`src/rtl/spi_frame_scheduler.sv`:
```
// spi_frame_scheduler: round-robin arbiter that frames 3-byte transfers
// (header, LSB, MSB) from two 16-bit requesters onto one SPI byte master.
module spi_frame_scheduler #(
    parameter logic [7:0] HDR0       = 8'hA0,
    parameter logic [7:0] HDR1       = 8'hB0,
    parameter int         GAP_CYCLES = 4,
    parameter int         TIMEOUT    = 1023
) (
    input  logic        clk,
    input  logic        reset,
    input  logic        req0,
    input  logic [15:0] data0,
    output logic        ack0,
    input  logic        req1,
    input  logic [15:0] data1,
    output logic        ack1,
    input  logic        m_ready,
    input  logic        m_done,
    output logic        m_start,
    output logic [7:0]  m_tx_data,
    output logic        cs_n,
    output logic        busy,
    output logic        grant_id,
    output logic        err
);
    localparam int TW = $clog2(TIMEOUT + 1);
    localparam int GW = $clog2(GAP_CYCLES + 1);

    typedef enum logic [2:0] {IDLE, CS_SETUP, SEND, WAIT_DONE, GAP} state_t;

    state_t        state_q;
    logic [23:0]   frame_q;
    logic [1:0]    idx_q;
    logic [TW-1:0] timer_q;
    logic [GW-1:0] gap_q;
    logic          last_q;
    logic          ack0_q, ack1_q, m_start_q, cs_n_q, busy_q, grant_q, err_q;
    logic [7:0]    tx_q;
    logic          win;
    logic [7:0]    cur_byte;

    // On contention the requester that did not win last time gets the bus.
    assign win      = (req0 && req1) ? ~last_q : req1;
    assign cur_byte = (idx_q == 2'd0) ? frame_q[7:0] :
                      (idx_q == 2'd1) ? frame_q[15:8] : frame_q[23:16];

    always_ff @(posedge clk or posedge reset) begin
        if (reset) begin
            state_q   <= IDLE;
            frame_q   <= '0;
            idx_q     <= '0;
            timer_q   <= '0;
            gap_q     <= '0;
            last_q    <= 1'b1;
            ack0_q    <= 1'b0;
            ack1_q    <= 1'b0;
            m_start_q <= 1'b0;
            tx_q      <= '0;
            cs_n_q    <= 1'b1;
            busy_q    <= 1'b0;
            grant_q   <= 1'b0;
            err_q     <= 1'b0;
        end else begin
            m_start_q <= 1'b0;
            ack0_q    <= 1'b0;
            ack1_q    <= 1'b0;
            err_q     <= 1'b0;
            case (state_q)
                IDLE: if (req0 || req1) begin
                    state_q <= CS_SETUP;
                    cs_n_q  <= 1'b0;
                    busy_q  <= 1'b1;
                    grant_q <= win;
                    last_q  <= win;
                    frame_q <= win ? {data1, HDR1} : {data0, HDR0};
                    idx_q   <= '0;
                end
                CS_SETUP: state_q <= SEND;
                SEND: if (m_ready) begin
                    m_start_q <= 1'b1;
                    tx_q      <= cur_byte;
                    timer_q   <= '0;
                    state_q   <= WAIT_DONE;
                end
                WAIT_DONE: begin
                    if (m_done) begin
                        if (idx_q == 2'd2) begin
                            ack0_q  <= ~grant_q;
                            ack1_q  <= grant_q;
                            cs_n_q  <= 1'b1;
                            gap_q   <= '0;
                            state_q <= GAP;
                        end else begin
                            idx_q   <= idx_q + 2'd1;
                            state_q <= SEND;
                        end
                    end else if (timer_q == TW'(TIMEOUT)) begin
                        err_q   <= 1'b1;
                        cs_n_q  <= 1'b1;
                        gap_q   <= '0;
                        state_q <= GAP;
                    end else begin
                        timer_q <= timer_q + TW'(1);
                    end
                end
                GAP: if (gap_q == GW'(GAP_CYCLES - 1)) begin
                    busy_q  <= 1'b0;
                    state_q <= IDLE;
                end else begin
                    gap_q <= gap_q + GW'(1);
                end
                default: state_q <= IDLE;
            endcase
        end
    end

    assign ack0      = ack0_q;
    assign ack1      = ack1_q;
    assign m_start   = m_start_q;
    assign m_tx_data = tx_q;
    assign cs_n      = cs_n_q;
    assign busy      = busy_q;
    assign grant_id  = grant_q;
    assign err       = err_q;
endmodule

```
`config.mk`:
```
export PLATFORM = sky130hd
export DESIGN_NAME = spi_frame_scheduler
export DESIGN_NICKNAME = d
export VERILOG_FILES = /design/src/rtl/spi_frame_scheduler.sv
export SDC_FILE = /design/constraint.sdc
export NUM_CORES = 1
export LEC_CHECK = 0
export ABC_CLOCK_PERIOD_IN_PS = 1650
export BUFFER_PORTS_ARGS = -buffer_cell sky130_fd_sc_hd__buf_2
export CORE_UTILIZATION = 40
export DETAILED_ROUTE_END_ITERATION = 6
export HOLD_SLACK_MARGIN = 0.03
export MAX_ROUTING_LAYER = met4
export PLACE_DENSITY_LB_ADDON = 0.08
export SYNTH_ARGS = -nofsm -noshare
export SYNTH_HDL_FRONTEND = slang
export SYNTH_SLANG_ARGS = --single-unit
export TNS_END_PERCENT = 50
```
`constraint.sdc`:
```
create_clock -name clk -period 1.65 [get_ports clk]
set_input_delay 0.0825 -clock clk [delete_from_list [all_inputs] [get_ports clk]]
set_output_delay 0.0825 -clock clk [all_outputs]
set_load 0.01 [all_outputs]
```
* Word-level counts from Yosys, hierarchy flattened *
Cells that the tools add are included.

word-level totals
  logic and storage cells = 96
  input bits = 38
  flip-flop bits (word level) = 58
  output and inout bits = 15

operators by class
  multiplexer cells = 43
  eq/ne operators = 18
  bitwise logic cells = 2
  reductions and logical operators = 16
  $add $sub $neg = 3

operator list
  operator                                                                number
  10-bit 2-to-1 mux                                                       3
  3-bit 2-to-1 mux                                                        10
  24-bit 2-to-1 mux                                                       1
  10-bit one-hot mux with 2 select lines                                  1
  4-bit AND reduction                                                     5
  1-bit 2-to-1 mux                                                        18
  8-bit 2-to-1 mux                                                        2
  2-bit != test (second input constant)                                   8
  3-bit one-hot mux with 5 select lines                                   1
  10-bit by 1-bit adder with 10-bit output (second input constant)        1
  10-bit equality test (second input constant)                            1
  3-bit by 2-bit equality test with 1-bit output (second input constant)  3
  2-bit nonzero test                                                      4
  2-bit 2-to-1 mux                                                        3
  3-bit != test (second input constant)                                   2
  3-bit one-hot mux with 2 select lines                                   1
  1-bit one-hot mux with 2 select lines                                   2
  2-bit one-hot mux with 2 select lines                                   1
  2-bit AND reduction                                                     2
  3-bit by 1-bit adder with 3-bit output (second input constant)          1
  3-bit by 1-bit equality test with 1-bit output (second input constant)  1
  3-bit equality test (second input constant)                             1
  3-bit logical NOT                                                       1
  3-bit AND reduction                                                     1
  other kinds (7)                                                         8

* Longest topological paths before layout *
Gate-level depths: netlist of run 1.

  word-level depth = 4
  depth in mapped cells = 7
  gate-level depth less buffers = 6

* Worst setup path before layout of run 1 *
No wires, ideal clock.

  path kind = register -> register
  start = register timer_q[0]
  end = register gap_q[1]
  data arrival time = 1.596 ns
  setup slack = -0.073 ns
  setup time = 0.127 ns
  path buffers = 0
  data required time = 1.523 ns
  clock period less this slack = 1.723 ns
  cell stages (with the launch flop) = 6
  cell sequence = dfrtp_1 > ha_1 > nand3_4 > o31ai_4 > and2_4 > mux2_1

on the way
  cells in the longest elaborated chain, start to end = 3

ends and longest elaborated chain
  what                           line  text
  start: declaration             34    logic [TW-1:0] timer_q;
  start signal: assignment       103   timer_q <= timer_q + TW'(1);
  10-bit equality test           97    end else if (timer_q == TW'(TIMEOUT)) begin
  3-bit != test (no line)        -
  4-bit AND reduction (no line)  -
  end signal: assignment         110   gap_q <= gap_q + GW'(1);
  end: declaration               35    logic [GW-1:0] gap_q;

Every way passes these cells.
A chain may end at the register's enable or synchronous reset.

* Final worst setup path of run 1 *
  start = register state_q[2]
  end = register timer_q[5]

on the way
  cells in the longest elaborated chain, start to end = 3
  elaborated cells on any way between the ends = 8
  classes of those cells = eq/ne: 5; mux: 1; reduce/logical: 2

ends and longest elaborated chain
  what                                                           line  text
  start: declaration                                             31    state_t state_q;
  start signal: assignment                                       49    state_q <= IDLE;
  start signal: assignment                                       70    state_q <= CS_SETUP;
  start signal: assignment                                       78    CS_SETUP: state_q <= SEND;
  3-bit by 2-bit equality test with 1-bit output                 68    case (state_q)
  2-bit != test (no line) or 2-bit nonzero test (tied branches)  -
  4-bit AND reduction (no line)                                  -

Parallel ways exist; a longest one is shown, timed or not.

==> run_results.csv, run 1 <==
group,metric,value,unit
run_status,outcome,"finished, final reports clean",
drt,via_per_inst,4.92,
drt,drt-initial-drc-count,82,
placement,port_buffers,52,
clock_network,cts_tree,"done",
pwr,p_per_area,1480,mW/mm^2
worst_setup_path,path_class,"reg2reg",
grt,grt_max_degree,36,
clock_network,cts_root_buf,"clkbuf_8",
die,die-area,0.00665,mm^2
sta,setup_ws,0.0146,ns
die,fp.dieH,81.6,um
die,start_util,42.0,%
placement,dpl.hpwl,3.72,mm
worst_setup_path,r2r_end,"timer_q[5]",
grt,antenna_found_initial,0,
synthesis,synth.distinct_cells,49,
job,maxCapViolations,0,
worst_setup_path,r2r_start,"state_q[2]",
sta,finalSetupViolCount,0,
synthesis,synth_compound_area_share,14.9,%
pwr,ir_worst_vdd,621,uV
synthesis,synth_nets,289,
synthesis,syn-instance-count,245,
synthesis,syn_area_per_cell,10.3,um^2
placement,gp_congestion,0.799,
sta,post-route-period-util,99.1,%
synthesis,yosysWarnings,0,
pwr,seqPwrFrac,42.0,%
pwr,combPwrFrac,42.7,%
pwr,swShare,37.0,%
die,num_rows,28,
pwr,power_frac_clock,15.3,%
finish,area_delta_synth_final,25.6,%
synthesis,synthMuxAreaShare,10.0,%
finish,final_nets,363,
drt,wire_per_inst,12.9,um
pwr,p_sw,0.00175,W
synthesis,synthArstFlopShare,100,%
sta,holdWs,0.0616,ns
synthesis,synth_top_family_by_area,"simple AND/OR/NAND/NOR gates",
synthesis,synth.top_cell.area_share,48.4,%
clock_network,path_clk_slew,0.09,ns
worst_setup_path,rr_worst_depth,4,
sta,tightestPinTransition,0.429,ns
clock_network,clock_latency,0.30,ns
sta,fin_crit,1.64,ns
synthesis,ys_seq_elements,51,
drt,route.vias.total,1942,
worst_setup_path,ff2ff_setup_slack,0.01,ns
die,die_w,81.6,um
grt,track_usage,17.7,%
min_path,hold_path_class,"in2reg",
sta,hold_viol_final,0,
clock_network,htree_levels,2,
grt,grt_pass1_vias,1852,
synthesis,yosys-top-cells-area,"dfrtp_1 (48%), mux2i_1 (8.7%), o21ai_0 (5.5%)",
synthesis,synth-edff-count,0,
worst_setup_path,cp.arrival,1.82,ns
die,core_region_area,0.00603,mm^2
die,ioPinCount,53,
grt,grt_overflow,0,
sta,skew,0.00786,ns
grt,grt_pass1_wl,8.73,mm
worst_setup_path,start_kind,"register",
drt,drc,0,
sta,slew_viol_final,0,
worst_setup_path,endpoint_kind,"register",
sta,rsz0062_at_grt,"true",
synthesis,synth_area_leader_cell,"dfrtp_1",
clock_network,cts_made_buffers,5,
clock_network,cts_sinks,51,
synthesis,netlist_area,0.00253,mm^2
drt,first_pass_iters,4,
pwr,p_int,0.00297,W
sta,relSlewSlack,71.3,%
worst_setup_path,cp.required,1.84,ns
synthesis,synth_flop_cell,"dfrtp_1",
synthesis,synth-simple-area-share,17.4,%
worst_setup_path,crit_end,"timer_q[5]",
finish,antenna_cells,0,
synthesis,synthAdderAreaFrac,2.96,%
placement,pre_cts_ws,0.0299,ns
worst_setup_path,crit_fanout,8,
pwr,leakagePower,1.55,nW
drt,ant_nets,0,
synthesis,synth-seq-area-share,50.5,%
synthesis,synthXorXnorAreaFrac,0,%
drt,wl,5.09,mm
worst_setup_path,critPathLaunch,"state_q[2]",
clock_network,clockBufferDepth,2,
sta,clock.fmax,611,MHz
finish,drive_gt1_share,33.1,%
==> critical path, cell delays in order (launching register included) <==
cell and delay [ns]:
dfrtp_2 0.44, buf_4 0.16, or3_4 0.38, and2_4 0.20, a221o_1 0.34
==> layer usage <==
| metal | routed length [um] | up-vias | track usage [%] |
|---|---|---|---|
| li1 | - | 1030 | - |
| met1 | 2700 | 874 | 24.3 |
| met2 | 2200 | 34 | 26.9 |
| met3 | 146 | 4 | 3.67 |
| met4 | 37 | 0 | 4.21 |
| met5 | 0 | - | - |
==> stage by stage <==
| stage | cell area, um^2 | utilization (%) | TNS (ns) | instances | power (W) |
|---|---|---|---|---|---|
| final | 3180 | 52.8 | 0 | 395 | 0.00472 |
| after global routing | 3180 | 52.8 | -0.0835 | 395 | 0.00515 |
| after CTS | 3140 | 52.1 | 0 | 392 | 0.00470 |
| after detailed placement | 3030 | 50.2 | 0 | 382 | 0.00396 |
| after global placement | 3030 | 50.2 | 0 | 382 | 0.00392 |
| after floorplan | 2550 | - | 0 | 245 | 0.00325 |
==> power by group through the flow <==
stage / logic (W) / registers (W) / clock network (W)
6_report: 0.00201 / 0.00198 / 0.000724
5_1_grt: 0.00228 / 0.00205 / 0.000816
4_1_cts: 0.00197 / 0.00197 / 0.000761
3_5_place_dp: 0.00196 / 0.00200 / 0
3_3_place_gp: 0.00194 / 0.00198 / 0
2_1_floorplan: 0.00125 / 0.00200 / 0
==> cell families after synthesis <==
logic type / after synthesis
adders and majority gates: 6
buffers and inverters: 21
muxes: 25
DFF: 51
and+or+nand+nor: 85
AOI/OAI and AO/OA: 57
==> area by class of cell <==
class / instances / area, um^2
Clock inverter: 2 / 16.3
Multi-Input combinational cell: 173 / 1180
Clock buffer: 6 / 72.6
Timing Repair Buffer: 81 / 512
Tap cell: 75 / 93.8
Sequential cell: 51 / 1280
Fill cell: 554 / 2840
Inverter: 7 / 26.3
==> flip-flops by register name, summed over array words and instances (netlist names) <==
register	flops
busy	1
timer_q	10
m_start	1
gap_q	3
m_tx_data	8
ack0	1
ack1	1
state_q	3
cs_n	1
frame_q	18
err	1
last_q	1
idx_q	2
==> Yosys cell counts (2+ instances only) <==
cell type  instances
nor4_1             2
mux2_2             2
ha_1               6
buf_2              5
and2_4             2
nor2_1            10
nand4_1            3
and3_1             5
nand2b_1           2
nor3b_1            2
o31ai_1            7
o21ai_0           28
dfrtp_1           49
mux2i_1           22
inv_1              7
a211o_1            5
dfstp_2            2
buf_4              3
nand3_1            4
nand2_1           36
nor2b_1            2
clkbuf_1           3
nor3_1             9
a21oi_1            3
a31oi_1            2
==> worst min path at each step <==
stage / startpoint / end / slack, ns / cells after the start
after floorplan: req0 / last_q / 0.15 / 1
after global placement: reset / m_start / 0.15 / 3
after detailed placement: reset / m_start / 0.16 / 3
after CTS: m_done / ack0 / 0.05 / 3
after global routing: data0[10] / frame_q[18] / 0.06 / 3
final: data0[0] / frame_q[8] / 0.06 / 3
==> placed cells by master, fill, tap and decap left out, types with 3 or more instances in the layout <==
master	instances
nor3_1	9
mux2i_1	22
a211o_1	5
dfrtp_1	48
nand2_1	36
o21ai_0	27
and3_1	5
o31ai_1	7
inv_1	6
nor2_1	10
buf_4	24
clkbuf_8	5
ha_1	4
buf_2	52
a21oi_1	3
nand4_1	3
nand3_1	4
==> timing repair <==
| item | in CTS | in global routing |
|---|---|---|
| resized for setup | 0 | 7 |
| setup endpoints to repair | 0 | 8 |
| setup buffers | 0 | 3 |
| hold endpoints to repair | 50 | 0 |
| hold buffers | 2 | 0 |
No activity file was read; power rests on OpenSTA's default activity.
==> run 2, diff against run 1 <==
--- a/config.mk
+++ b/config.mk
@@ -5,6 +5,7 @@
 export SDC_FILE = /design/constraint.sdc
 export NUM_CORES = 1
 export LEC_CHECK = 0
+export ABC_AREA = 1
 export ABC_CLOCK_PERIOD_IN_PS = 1650
 export BUFFER_PORTS_ARGS = -buffer_cell sky130_fd_sc_hd__buf_2
 export CORE_UTILIZATION = 40
==> run_results.csv, run 2 <==
group,metric,value,unit
run_status,outcome,"complete, but fails checks",
run_status,failed_checks,"design-rule violations",
synthesis,synth.most_common_cell,"nand2_1",
synthesis,ys_seq_elements,51,
min_path,holdPathEnd,"frame_q[10]",
worst_setup_path,cp.arrival,1.74,ns
synthesis,synth.top_cell.area_share,45.6,%
sta,finalSetupViolCount,0,
synthesis,synth.distinct_cells,35,
pwr,leakagePower,1.57,nW
clock_network,clock_latency,0.30,ns
die,ioPinCount,53,
synthesis,netlist_area,0.00269,mm^2
worst_setup_path,max_stage_delay,0.41,ns
pwr,power_frac_clock,15.2,%
clock_network,cts_sinks,51,
drt,ant_nets,0,
worst_setup_path,cpMaxStageDelayCell,"dfrtp_1",
finish,drive_gt1_share,24.9,%
placement,port_buffers,52,
synthesis,syn-instance-count,329,
finish,mostFrequentLayoutCell,"nand2_1",
job,maxCapViolations,0,
finish,antenna_cells,0,
min_path,whs_path_depth,3,
clock_network,clockBufferDepth,2,
grt,grt_overflow,0,
die,num_rows,29,
sta,holdWs,0.0405,ns
finish,design_area,0.00319,mm^2
worst_setup_path,crit_chain,"ha_2 > nand2_1 > nor2_4 > nand3_4 > nand2_4 > nand2_4 > nand2_4 > nand2_1 > nand2_1",
pwr,swShare,42.9,%
drt,wl,5.81,mm
drt,via_per_inst,4.84,
pwr,p_int,0.00278,W
finish,largest_register_ffs,18,
clock_network,cts_made_buffers,5,
synthesis,synth-seq-area-share,47.6,%
drt,drt-initial-drc-count,103,
synthesis,synthArstFlopShare,100,%
drt,first_pass_iters,6,
worst_setup_path,endpoint_kind,"register",
clock_network,cts_root_buf,"clkbuf_8",
synthesis,synth_nets,373,
clock_network,cts_tree,"done",
die,core_region_area,0.00642,mm^2
min_path,min_from,"data1[2]",
finish,final_nets,432,
grt,antenna_found_initial,0,
clock_network,htree_levels,2,
synthesis,syn_area_per_cell,8.17,um^2
grt,grt_max_degree,52,
min_path,hold_path_class,"in2reg",
placement,place_area,0.00305,mm^2
worst_setup_path,ff2ff_setup_slack,0.15,ns
worst_setup_path,rr_worst_depth,9,
worst_setup_path,critPathTopFamily,"simple AND/OR/NAND/NOR gates",
die,start_util,41.8,%
pwr,seqPwrFrac,40.2,%
sta,fin_tns_setup,0,ns
sta,clock.fmax,668,MHz
sta,relSlewSlack,66.4,%
sta,hold_viol_final,0,
synthesis,yosysWarnings,0,
die,die-area,0.00705,mm^2
pwr,ir_worst_vdd,832,uV
synthesis,synth_area_leader_cell,"dfrtp_1",
grt,grt_pass1_wl,10.1,mm
grt,grt_pass1_vias,2151,
placement,dp_cells,454,
worst_setup_path,cp.required,1.89,ns
synthesis,synth_commonest_cells,"nand2_1 (82), dfrtp_1 (49), nor2_1 (35)",
sta,fin_crit,1.50,ns
drt,wire_per_inst,12.5,um
worst_setup_path,start_kind,"register",
pwr,p_sw,0.00208,W
synthesis,synth_flop_cell,"dfrtp_1",
placement,gp_congestion,0.783,
worst_setup_path,r2r_start,"timer_q[0]",
sta,skew,0.0157,ns
finish,fin_cells,466,
worst_setup_path,crit_fanout,10,
grt,track_usage,18.6,%
pwr,finalPower,0.00486,W
clock_network,path_clk_slew,0.09,ns
synthesis,synth-edff-count,0,
finish,area_delta_synth_final,18.5,%
sta,post-route-period-util,90.8,%
finish,mostFrequentLayoutCells,"nand2_1 (82), buf_2 (52), dfrtp_1 (49)",
pwr,combPwrFrac,44.7,%
sta,slew_viol_final,0,
die,die_w,84.0,um
synthesis,yosys-top-cells-area,"dfrtp_1 (46%), nand2_1 (11%), nor2_1 (4.9%)",
drt,drc,10,
pwr,p_per_area,1530,mW/mm^2
sta,rsz0062_at_grt,"false",
finish,regMostFlops,"frame_q",
worst_setup_path,r2r_end,"timer_q[5]",
die,fp.dieH,84.0,um
drt,route.vias.total,2256,
worst_setup_path,path_class,"reg2reg",
placement,dpl.hpwl,4.26,mm
sta,tightestPinTransition,0.503,ns
worst_setup_path,cp_num_buf_inv,0,
## run 2: cell type report
| class | count | area (um^2) |
|---|---|---|
| Inverter | 37 | 146 |
| Clock inverter | 3 | 23.8 |
| Fill cell | 622 | 3240 |
| Multi-Input combinational cell | 233 | 1220 |
| Sequential cell | 51 | 1280 |
| Timing Repair Buffer | 60 | 355 |
| Tap cell | 77 | 96.3 |
| Clock buffer | 5 | 68.8 |
## run 2: kinds of logic after synthesis
family                   synth area share (%)
AND/OR/NAND/NOR                          26.5
AO/OA/AOI/OAI                            14.8
flip-flops                               47.6
buffers and inverters                    7.36
adder cells (fa/ha/maj)                  2.79
XOR/XNOR                                0.652
multiplexers                            0.372
## run 2: worst max path at each step
stage,startpoint,endpoint,cells after the start
final,timer_q[0],timer_q[5],9
after floorplan,timer_q[0],state_q[1],6
after detailed placement,state_q[0],m_tx_data[5],6
after global routing,state_q[0],frame_q[10],6
after global placement,state_q[0],m_tx_data[5],6
after CTS,timer_q[0],timer_q[5],9
## run 2: repair_timing
| item | CTS | global route |
|---|---|---|
| endpoints found under the hold margin | 52 | 0 |
| gates resized for setup | 0 | 3 |
| endpoints found under the setup margin | 0 | 10 |
| hold buffers | 4 | 0 |
| setup buffers | 0 | 0 |
## run 2: power by group through the flow
stage                     registers, W  clock network (W)  logic (W)
after global routing           0.00200           0.000812    0.00249
after detailed placement       0.00197                  0    0.00219
final                          0.00195           0.000737    0.00217
after CTS                      0.00194           0.000761    0.00220
after floorplan                0.00197                  0    0.00156
after global placement         0.00196                  0    0.00215
## run 2: layer usage
layer	vias up	track usage, %	part of all wire, %
li1	1177	-	-
met1	1033	27.1	53
met2	44	26.8	43
met3	2	3.07	3.4
met4	0	4.39	0.50
met5	-	-	0
## run 2: stage by stage
step | utilization [%] | worst slack [ns]
floorplan | - | 0.316
global route | 49.6 | 0.0104
finish | 49.6 | 0.152
CTS | 49.5 | 0.119
detailed placement | 47.5 | 0.127
global placement | 47.5 | 0.146
## run 2: tightest hold or removal path: cells and delay by family
family          cells  cell delay, ns
buf+inv             1            0.07
simple gates        1            0.03
compound gates      1            0.11
==> run 3, diff against run 2 <==
--- a/config.mk
+++ b/config.mk
@@ -13,6 +13,7 @@
 export HOLD_SLACK_MARGIN = 0.03
 export MAX_ROUTING_LAYER = met4
 export PLACE_DENSITY_LB_ADDON = 0.08
+export RECOVER_POWER = 25
 export SYNTH_ARGS = -nofsm -noshare
 export SYNTH_HDL_FRONTEND = slang
 export SYNTH_SLANG_ARGS = --single-unit
==> constraint.sdc (replaced) <==
create_clock -name clk -period 1.65 [get_ports clk]
set_input_delay 0.2475 -clock clk [delete_from_list [all_inputs] [get_ports clk]]
set_output_delay 0.2475 -clock clk [all_outputs]
set_load 0.01 [all_outputs]
==> run_results.csv, run 3 (synthesis results as in run 2) <==
group,metric,value,unit
clock_network,cts_made_buffers,5,
job,maxCapViolations,0,
run_status,outcome,"complete, but fails checks",
die,fp.dieH,84.0,um
run_status,failed_checks,"design-rule violations",
sta,fin_crit,1.51,ns
drt,route.vias.total,2279,
sta,slew_viol_final,0,
sta,rsz0062_at_grt,"false",
pwr,leakagePower,1.57,nW
placement,port_buffers,52,
worst_setup_path,cp.required,1.90,ns
grt,grt_use_met1,26.7,%
worst_setup_path,start_kind,"register",
clock_network,cts_sinks,51,
grt,grt_pass1_wl,10.4,mm
finish,mostFrequentLayoutCells,"nand2_1 (82), buf_2 (52), dfrtp_1 (49)",
worst_setup_path,path_class,"reg2reg",
grt,antenna_found_initial,0,
placement,gp_congestion,0.812,
grt,busiest_layer,"met2",
sta,skew,0.0118,ns
pwr,p_per_area,1550,mW/mm^2
pwr,finalPower,0.00491,W
finish,largest_register_ffs,18,
placement,pre_cts_ws,0.0677,ns
pwr,ir_worst_vdd,645,uV
clock_network,clock_latency,0.31,ns
drt,first_pass_iters,6,
drt,wl,5.96,mm
finish,area_delta_synth_final,17.6,%
worst_setup_path,ff2ff_setup_slack,0.14,ns
sta,finalSetupViolCount,0,
grt,track_usage,19.1,%
die,die_w,84.0,um
worst_setup_path,endpoint_kind,"register",
drt,ant_nets,0,
clock_network,htree_levels,2,
worst_setup_path,cp.arrival,1.77,ns
sta,hold_viol_final,0,
clock_network,cts_root_buf,"clkbuf_8",
grt,grt_max_degree,28,
die,die-area,0.00705,mm^2
grt,grtUsageMet3,3.26,%
sta,post-route-period-util,91.7,%
sta,holdWs,0.187,ns
drt,drt-initial-drc-count,150,
die,core_region_area,0.00642,mm^2
min_path,hold_path_class,"in2reg",
finish,antenna_cells,0,
die,num_rows,29,
finish,final_nets,430,
die,start_util,41.8,%
min_path,whs_path_depth,3,
sta,setup_ws,0.136,ns
drt,wire_per_inst,12.8,um
sta,tightestPinTransition,0.690,ns
grt,grt_overflow,0,
sta,relSlewSlack,54.0,%
grt,grt_pass1_vias,2222,
clock_network,cts_setup_buffers,0,
sta,fin_tns_setup,0,ns
finish,fill_cells,643,
worst_setup_path,crit_fanout,10,
die,ioPinCount,53,
drt,via_per_inst,4.91,
clock_network,clockBufferDepth,2,
clock_network,cts_tree,"done",
finish,mostFrequentLayoutCell,"nand2_1",
finish,regMostFlops,"frame_q",
sta,clock.fmax,661,MHz
finish,drive_gt1_share,25.1,%
worst_setup_path,rr_worst_depth,9,
placement,dpl.hpwl,4.41,mm
drt,drc,10,
clock_network,path_clk_slew,0.10,ns
grt,grt_use_met2,28.5,%
## run 3: routing by layer
layer / part of all wire, % / wire (um)
met3: 3.5 / 206
met5: 0 / 0
met1: 53 / 3150
met4: 0.72 / 43
met2: 43 / 2560
## run 3: through the flow
| stage | instance area, um^2 | cells | util, % |
|---|---|---|---|
| after CTS | 3160 | 464 | 49.2 |
| after detailed placement | 3060 | 455 | 47.6 |
| final | 3160 | 464 | 49.2 |
| after global routing | 3160 | 464 | 49.2 |
| after floorplan | 2690 | 329 | - |
| after global placement | 3060 | 455 | 47.6 |
## run 3: repair_timing
action,in CTS,in global routing
hold buffers,1,0
resized for setup,0,4
hold endpoints to repair,8,0
endpoints found under the setup margin,0,5
## run 3: critical path, cell delays in order, from the launching register on
cell	delay [ns]
dfrtp_1	0.40
ha_1	0.25
nand2_1	0.13
nor2_4	0.14
nand3_4	0.12
nand2_4	0.09
nand2_4	0.08
nand2_4	0.13
nand2_1	0.07
nand2_1	0.05
## run 3: path summary, 6_finish.rpt
path,from,to
worst max-delay path,timer_q[0],timer_q[1]
max in group asynchronous,reset,state_q[1]
worst max register to register,timer_q[0],timer_q[1]
worst min register to register,cs_n,cs_n
worst min-delay path,data1[2],frame_q[10]
min in group asynchronous,reset,frame_q[22]
## run 3: final cells by class
type | instances | area [um^2] | share of cell area [%]
Clock buffer | 5 | 68.8 | 2.18
Timing Repair Buffer | 58 | 318 | 10.1
Multi-Input combinational cell | 233 | 1220 | 38.8
Inverter | 37 | 146 | 4.63
Clock inverter | 3 | 27.5 | 0.871
Sequential cell | 51 | 1280 | 40.5
Tap cell | 77 | 96.3 | 3.05
## run 3: report_power, final
| group | total [W] | switching [W] | internal (W) |
|---|---|---|---|
| logic | 0.00217 | 0.00140 | 0.000778 |
| clock network | 0.000777 | 0.000462 | 0.000315 |
| registers | 0.00196 | 0.000266 | 0.00169 |
